===== config.mk =====
export PLATFORM = sky130hd
export DESIGN_NAME = demux4_stream
export DESIGN_NICKNAME = d
export VERILOG_FILES = /design/src/rtl/demux_pkg.sv /design/src/rtl/lane_slice.sv /design/src/rtl/demux4_stream.sv
export SDC_FILE = /design/constraint.sdc
export NUM_CORES = 1
export LEC_CHECK = 0
export ABC_AREA = 1
export CAP_MARGIN = 20
export CORE_MARGIN = 4
export CORE_UTILIZATION = 35
export CTS_BUF_LIST = sky130_fd_sc_hd__clkbuf_4 sky130_fd_sc_hd__clkbuf_8
export CTS_CLUSTER_DIAMETER = 60
export CTS_CLUSTER_SIZE = 25
export DETAILED_ROUTE_END_ITERATION = 16
export PLACE_DENSITY = 0.75
export SETUP_SLACK_MARGIN = 0.1
export SLEW_MARGIN = 20
export SYNTH_ARGS = -nofsm -noshare
export SYNTH_HDL_FRONTEND = slang
export SYNTH_SLANG_ARGS = --single-unit

===== constraint.sdc =====
create_clock -name clk_i -period 1.4 [get_ports clk_i]
set_input_delay 0.28 -clock clk_i [delete_from_list [all_inputs] [get_ports clk_i]]
set_output_delay 0.28 -clock clk_i [all_outputs]
set_load 0.005 [all_outputs]

===== src/rtl/demux_pkg.sv =====
// Shared definitions for the demux4_stream 1-to-4 stream demultiplexer.
// Optional per-lane transfer counters are enabled with DEMUX4_COUNT_EN.
package demux_pkg;

    localparam int unsigned DATA_W_DEF = 32;
    localparam int unsigned LANES      = 4;
    localparam int unsigned SEL_W      = 2;
    localparam int unsigned CNT_W      = 8;

    localparam logic [SEL_W-1:0] LANE00 = 2'b00;
    localparam logic [SEL_W-1:0] LANE01 = 2'b01;
    localparam logic [SEL_W-1:0] LANE10 = 2'b10;
    localparam logic [SEL_W-1:0] LANE11 = 2'b11;

    typedef enum logic {
        LANE_EMPTY = 1'b0,
        LANE_FULL  = 1'b1
    } lane_state_e;

endpackage


===== src/rtl/lane_slice.sv =====
// 1-entry valid/ready output register slice for one demux lane.
// Transfer counter is built only when DEMUX4_COUNT_EN is defined.
module lane_slice
    import demux_pkg::*;
#(
    parameter int unsigned DATA_W = DATA_W_DEF
) (
    input  logic              clk_i,
    input  logic              rst_i,
    input  logic              load_i,
    input  logic [DATA_W-1:0] data_i,
    input  logic              ready_i,
    output logic              valid_o,
    output logic [DATA_W-1:0] data_o,
    output logic [CNT_W-1:0]  count_o
);

    lane_state_e       r_state;
    lane_state_e       w_state_nxt;
    logic [DATA_W-1:0] r_data;
    logic              w_drain;

    assign w_drain = (r_state == LANE_FULL) && ready_i;

    always_ff @(posedge clk_i) begin
        if (rst_i) begin
            r_state <= LANE_EMPTY;
        end else begin
            r_state <= w_state_nxt;
        end
    end

    always_comb begin
        w_state_nxt = r_state;
        case (r_state)
            LANE_EMPTY: if (load_i) w_state_nxt = LANE_FULL;
            LANE_FULL:  if (w_drain && !load_i) w_state_nxt = LANE_EMPTY;
            default:    w_state_nxt = LANE_EMPTY;
        endcase
    end

    // Data is only replaced on load; a drain leaves the last word visible.
    always_ff @(posedge clk_i) begin
        if (rst_i) begin
            r_data <= '0;
        end else if (load_i) begin
            r_data <= data_i;
        end
    end

    assign valid_o = (r_state == LANE_FULL);
    assign data_o  = r_data;

`ifdef DEMUX4_COUNT_EN
    logic [CNT_W-1:0] r_count;

    always_ff @(posedge clk_i) begin
        if (rst_i) begin
            r_count <= '0;
        end else if (w_drain) begin
            r_count <= r_count + 1'b1;
        end
    end

    assign count_o = r_count;
`else
    assign count_o = '0;
`endif

endmodule


===== src/rtl/demux4_stream.sv =====
// 1-to-4 valid/ready stream demultiplexer with a register slice per lane.
// DEMUX4_COUNT_EN adds 8-bit per-lane transfer counters on count_o.
module demux4_stream
    import demux_pkg::*;
#(
    parameter int unsigned DATA_W = DATA_W_DEF
) (
    input  logic              clk_i,
    input  logic              rst_i,
    input  logic              valid_i,
    output logic              ready_o,
    input  logic [DATA_W-1:0] data_i,
    input  logic [SEL_W-1:0]  select_i,
    output logic [DATA_W-1:0] data00_o,
    output logic [DATA_W-1:0] data01_o,
    output logic [DATA_W-1:0] data10_o,
    output logic [DATA_W-1:0] data11_o,
    output logic [LANES-1:0]  valid_o,
    input  logic [LANES-1:0]  ready_i,
    output logic [31:0]       count_o
);

    logic [LANES-1:0]  w_load;
    logic [DATA_W-1:0] w_data [LANES];
    logic [CNT_W-1:0]  w_count [LANES];
    logic              w_accept;

    // Only the selected lane gates acceptance; other lanes may be stalled.
    assign ready_o  = !rst_i && (!valid_o[select_i] || ready_i[select_i]);
    assign w_accept = valid_i && ready_o;

    for (genvar n = 0; n < LANES; n++) begin : g_lane
        assign w_load[n] = w_accept && (select_i == SEL_W'(n));

        lane_slice #(
            .DATA_W(DATA_W)
        ) u_lane (
            .clk_i  (clk_i),
            .rst_i  (rst_i),
            .load_i (w_load[n]),
            .data_i (data_i),
            .ready_i(ready_i[n]),
            .valid_o(valid_o[n]),
            .data_o (w_data[n]),
            .count_o(w_count[n])
        );

        assign count_o[n*CNT_W +: CNT_W] = w_count[n];
    end

    assign data00_o = w_data[LANE00];
    assign data01_o = w_data[LANE01];
    assign data10_o = w_data[LANE10];
    assign data11_o = w_data[LANE11];

endmodule


# After elaboration in Yosys (flattened, before gate mapping)
# Cells that the tools add are included.
# word_totals
register_bits,132
inputBits,41
output_inout_bits,165
elab_cells,54
# classes
n_lt_le_gt_ge,1
eq_ne,3
mux,16
bitwise,4
reduce_logical,22
# op_table
cell,n
1-bit logical AND,14
1-bit 2-to-1 mux,10
1-bit one-hot mux with 2 select lines,4
1-bit zero test,6
1-bit binary-select mux with 2-bit select,2
"2-bit == test, second input constant",2
1-bit NOT,4
"2-bit by 3-bit less-than comparator with 1-bit output, second input constant",1
"2-bit by 1-bit == test with 1-bit output, second input constant",1
2-bit zero test,1
1-bit logical OR,1

# Depth between registers and ports, before layout
# logic_depth
depth_word,11
ltp_mapped,13
mapped_depth_nobuf,10

# By module
# Synthesis repeated with hierarchy kept, for this count alone.
# unflattened
hier_cells,640
hier_area_um2,5003.5
# modules_own_cells
module,n_inst,cells_per_inst,area_each_um2,seq_area_each_um2
lane_slice,4,152,1216.2,660.6
demux4_stream,1,32,138.9,0.0

# Worst setup path after synthesis
# Ideal clock, no wire load.
# synth_timing
kind,in2reg
from,input port select_i[0]
to,register g_lane[2].u_lane.r_data[13]
setup_time_ns,0.114
arrival_ns,1.329
required_ns,1.286
setup_slack_ns,-0.043
path_stages,11
path_buffers,3
path_cell_list,buf_4 -> nor2_2 -> nand2_1 -> nand2_1 -> nor2_4 -> nand2_4 -> nand4_2 -> buf_6 -> buf_4 -> nor2_1 -> nor2_2
# synth_via
elab_chain_cells,7
elab_cells_between_ends,10
cone_classes,eq/ne (1); mux (4); reduce/logical (5)
# synth_rtl
item,line,source
from (decl),demux4_stream.sv:13,"input logic [SEL_W-1:0] select_i,"
1-bit binary-select mux with 2-bit select,demux4_stream.sv:29,assign ready_o = !rst_i && (!valid_o[select_i] || ready_i[select_i]);
1-bit 2-to-1 mux (implied by the code),demux4_stream.sv:29,
1-bit zero test,demux4_stream.sv:29,
1-bit logical OR,demux4_stream.sv:29,
1-bit logical AND,demux4_stream.sv:29,
1-bit logical AND,demux4_stream.sv:30,assign w_accept = valid_i && ready_o;
1-bit logical AND *,demux4_stream.sv:33,assign w_load[n] = w_accept && (select_i == SEL_W'(n));
to (signal assigned),lane_slice.sv:47,r_data <= data_i;
to (decl),lane_slice.sv:20,logic [DATA_W-1:0] r_data;
# Mark *: on every way between the ends. The rest lies on a longest branch, timed or not. The select of a mux whose other input is x is not followed.
# A chain may end at the register's enable or synchronous reset.

# Worst setup path after layout
# layout_timing
from,register g_lane[0].u_lane.r_state
to,output port ready_o
# layout_via
elab_chain_cells,5
# layout_rtl
item,line,source
from (decl),lane_slice.sv:18,lane_state_e r_state;
from (signal assigned),lane_slice.sv:29,r_state <= w_state_nxt;
1-bit binary-select mux with 2-bit select,demux4_stream.sv:29,
1-bit 2-to-1 mux (implied by the code),demux4_stream.sv:29,
1-bit zero test,demux4_stream.sv:29,
1-bit logical OR,demux4_stream.sv:29,
1-bit logical AND,demux4_stream.sv:29,
to (decl),demux4_stream.sv:11,"output logic ready_o,"
# Every way passes these cells. The select of a mux whose other input is x is not followed.

==> results.toml <==
[critical_path]
reg2reg_depth = 13
cp_slowest_stage_delay_ps = 330
crit_buf_inv = 2
cp-start-kind = "register"
cp_cell_sequence = "buf_6 > nand2_4 > nand2_2 > nand2_2 > nand2_2 > a21oi_2 > buf_2"
critPathSlowestCell = "dfxtp_2"
worstPathRequired_ps = 1120
worstSetupEndpointType = "output pin"
crit_end = "ready_o"
crit_top_cell = "nand2_2"
crit_arrival_ps = 1340
cp-startpoint = "g_lane[0].u_lane.valid_o"
worstSetupPathType = "register to output pin"
r2r_start = "g_lane[0].u_lane.valid_o"
critical_path_depth = 7
r2r_setup_slack_ps = -180
critPathTopFamily = "flip-flops"
crit_fanout = 2
r2r-end = "g_lane[3].u_lane.data_o[15]"

[timing]
grt_setup_unrepaired = "true"
drv_slew = 0
post-route-period-util = 1.15
finalSetupViolCount = 133
finalCriticalPeriod_ps = 1620
setup_ws_ps = -216
hold_viol_final = 0
fin_skew_ps = 6.33
clock.fmax_ghz = 0.619

[global_route]
grt_overflow_total = 0
grt_pass1_vias = 5013
grt_pass1_wl_mm = 24.6
globalRouteTotalUtil = 0.164
grt_max_degree = 35
antenna_found_initial = 0

[cts]
cts_buffers = 17
cts-root-buf = "clkbuf_8"
cts.clk_slew.worst_paths_ps = 70
clk_latency_ps = 410
cts_hold_buf = 0
cts.path.max_buffers = 2
cts_tree = "built"
cts.sinks = 132
htree_num_levels = 4

[synthesis]
syn-cell-area_um2 = 5900
syn_avg_cell_area_um2 = 6.60
synth_warnings = 0
synth_area_leaders = "dfxtp_1, nand2_1, nor2_1"
synthSimpleGateAreaFrac = 0.358
synthCells = 894
synth-compound-area-share = 0.00424
synth-seq-cells = 132
muxShareOfSynthArea = 0
synth_top_family_by_area = "simple AND/OR/NAND/NOR gates"
synth_top_area_frac = 0.448
seq_area_frac_synth = 0.448
synthAdderAreaFrac = 0
yosys.cell_types.count = 17
synth_xor_area_frac = 0
synth_top_area_cell = "dfxtp_1"

[final_layout]
num_antenna_cells = 0
syn_to_final_growth_pct = 45.3
drive_above_1_share = 0.348
fin_cells = 1321
fin_util = 0.519
nets = 1133

[route]
dr_total_vias = 5407
top_layer = "met4"
wire_per_inst_um = 12.2
wl_met1_mm = 7.02
drc = 0
met2_length_mm = 7.50
via_per_inst = 4.09
wl_met3_mm = 1.37
drt_wl_total_mm = 16.1
drt_iter0_markers = 202
ant_nets = 0
dr.pass1.iters = 4

[placed_design]
dp_hpwl_mm = 10.5
port_buffers = 173
place_inst = 1275
place.gp.congestion = 0.778

[power]
p_leak_uw = 0.00458
power.density_nw_per_um2 = 930
ir_drop_v = 0.000644
power_uw = 7970

[die]
row_count = 47
die_h_um = 138
die_w_um = 138
io_pins = 206
die_area_um2 = 19000
start_util = 0.357
core_um2 = 16500

[status]
violations = "setup timing"
status = "complete, but fails checks"

[flow_run]
maxCapViolations = 0

[min_path]
hold_path_class = "register to register"
[worst min path at each step]
stage / slack [ps] / cells past startpoint / to / from
6_report: 510 / 4 / g_lane[3].u_lane.data_o[28] / g_lane[3].u_lane.data_o[28]
5_1_grt: 510 / 3 / g_lane[2].u_lane.data_o[26] / data_i[26]
4_1_cts: 480 / 3 / g_lane[1].u_lane.data_o[9] / data_i[9]
3_5_place_dp: 500 / 4 / g_lane[0].u_lane.data_o[22] / g_lane[0].u_lane.data_o[22]
3_3_place_gp: 490 / 4 / g_lane[3].u_lane.data_o[25] / g_lane[3].u_lane.data_o[25]
2_1_floorplan: 350 / 1 / g_lane[0].u_lane.valid_o / rst_i
[what timing repair did]
item                                   4_1_cts  5_1_grt
setup buffers                                9        5
endpoints found under the hold margin        0        0
setup endpoints to repair                  265      235
pin swaps                                    3       14
resized for setup                          437      189
gates cloned                                 4        3
[layout make-up]
| cell class | instances | area, µm² |
|---|---|---|
| Multi-Input combinational cell | 578 | 2580 |
| Inverter | 136 | 515 |
| Fill cell | 1594 | 7950 |
| Sequential cell | 132 | 2780 |
| Tap cell | 220 | 275 |
| Timing Repair Buffer | 227 | 2080 |
| Clock buffer | 22 | 297 |
| Clock inverter | 6 | 55.1 |
[sequential cells by signal, indices dropped and copies added (netlist names)]
register,flops
g_lane.u_lane.valid_o,4
g_lane.u_lane.data_o,128
[where the power goes]
group	internal, µW	switching, µW	total, µW
Combinational	494	556	1050
Sequential	3910	68.9	3980
Clock	1560	1380	2940
Total	5970	2010	7970
[worst reg2reg max path, delay by kind of cell, from the launching register on]
kind	cells	cell delay (ps)
buf+inv	4	560
flops	1	330
simple gates	9	610
[kinds of logic after synthesis]
kind of cell           Yosys count
AOI/OAI and AO/OA                5
buffers and inverters          215
DFF                            132
other                            1
and+or+nand+nor                541
[cells in the final DEF, fill, tap and decap left out, types with 25 or more instances in the layout]
| cell type | netlist | layout |
|---|---|---|
| clkdlybuf4s50_1 | 0 | 38 |
| nand2_2 | 9 | 33 |
| conb_1 | 1 | 32 |
| clkdlybuf4s15_1 | 0 | 31 |
| nor2_2 | 2 | 28 |
| nor2_1 | 257 | 225 |
| nand2_1 | 264 | 228 |
| buf_2 | 6 | 34 |
| clkbuf_2 | 0 | 48 |
| dfxtp_1 | 132 | 25 |
| inv_1 | 134 | 133 |
| dfxtp_2 | 0 | 107 |
[metal layers]
metal | track usage | vias to the layer above
met5 | 0 | -
met4 | 0.0445 | 0
met3 | 0.0715 | 16
met2 | 0.273 | 154
met1 | 0.193 | 2363
li1 | - | 2874
[synthesized netlist by cell type]
cell / instances
nand4_2: 4
inv_2: 2
nand2_4: 1
nor2_2: 2
clkbuf_1: 12
nand2_2: 9
conb_1: 1
nor2_1: 257
buf_6: 20
nand2_1: 264
inv_1: 134
buf_2: 6
buf_4: 41
a21oi_1: 5
nand3_1: 3
nor2_4: 1
dfxtp_1: 132
[through the flow]
step           cell area, µm²  hold slack [ps]  TNS [ps]  setup slack (ps)
2_1_floorplan            6080              349         0              56.1
3_3_place_gp             7900              495    -80850              -715
3_5_place_dp             7900              499    -89790              -740
4_1_cts                  8700              479    -19820              -229
5_1_grt                  8570              508    -29490              -319
6_report                 8570              507    -17960              -216
Power figures use the tool's default switching activity.
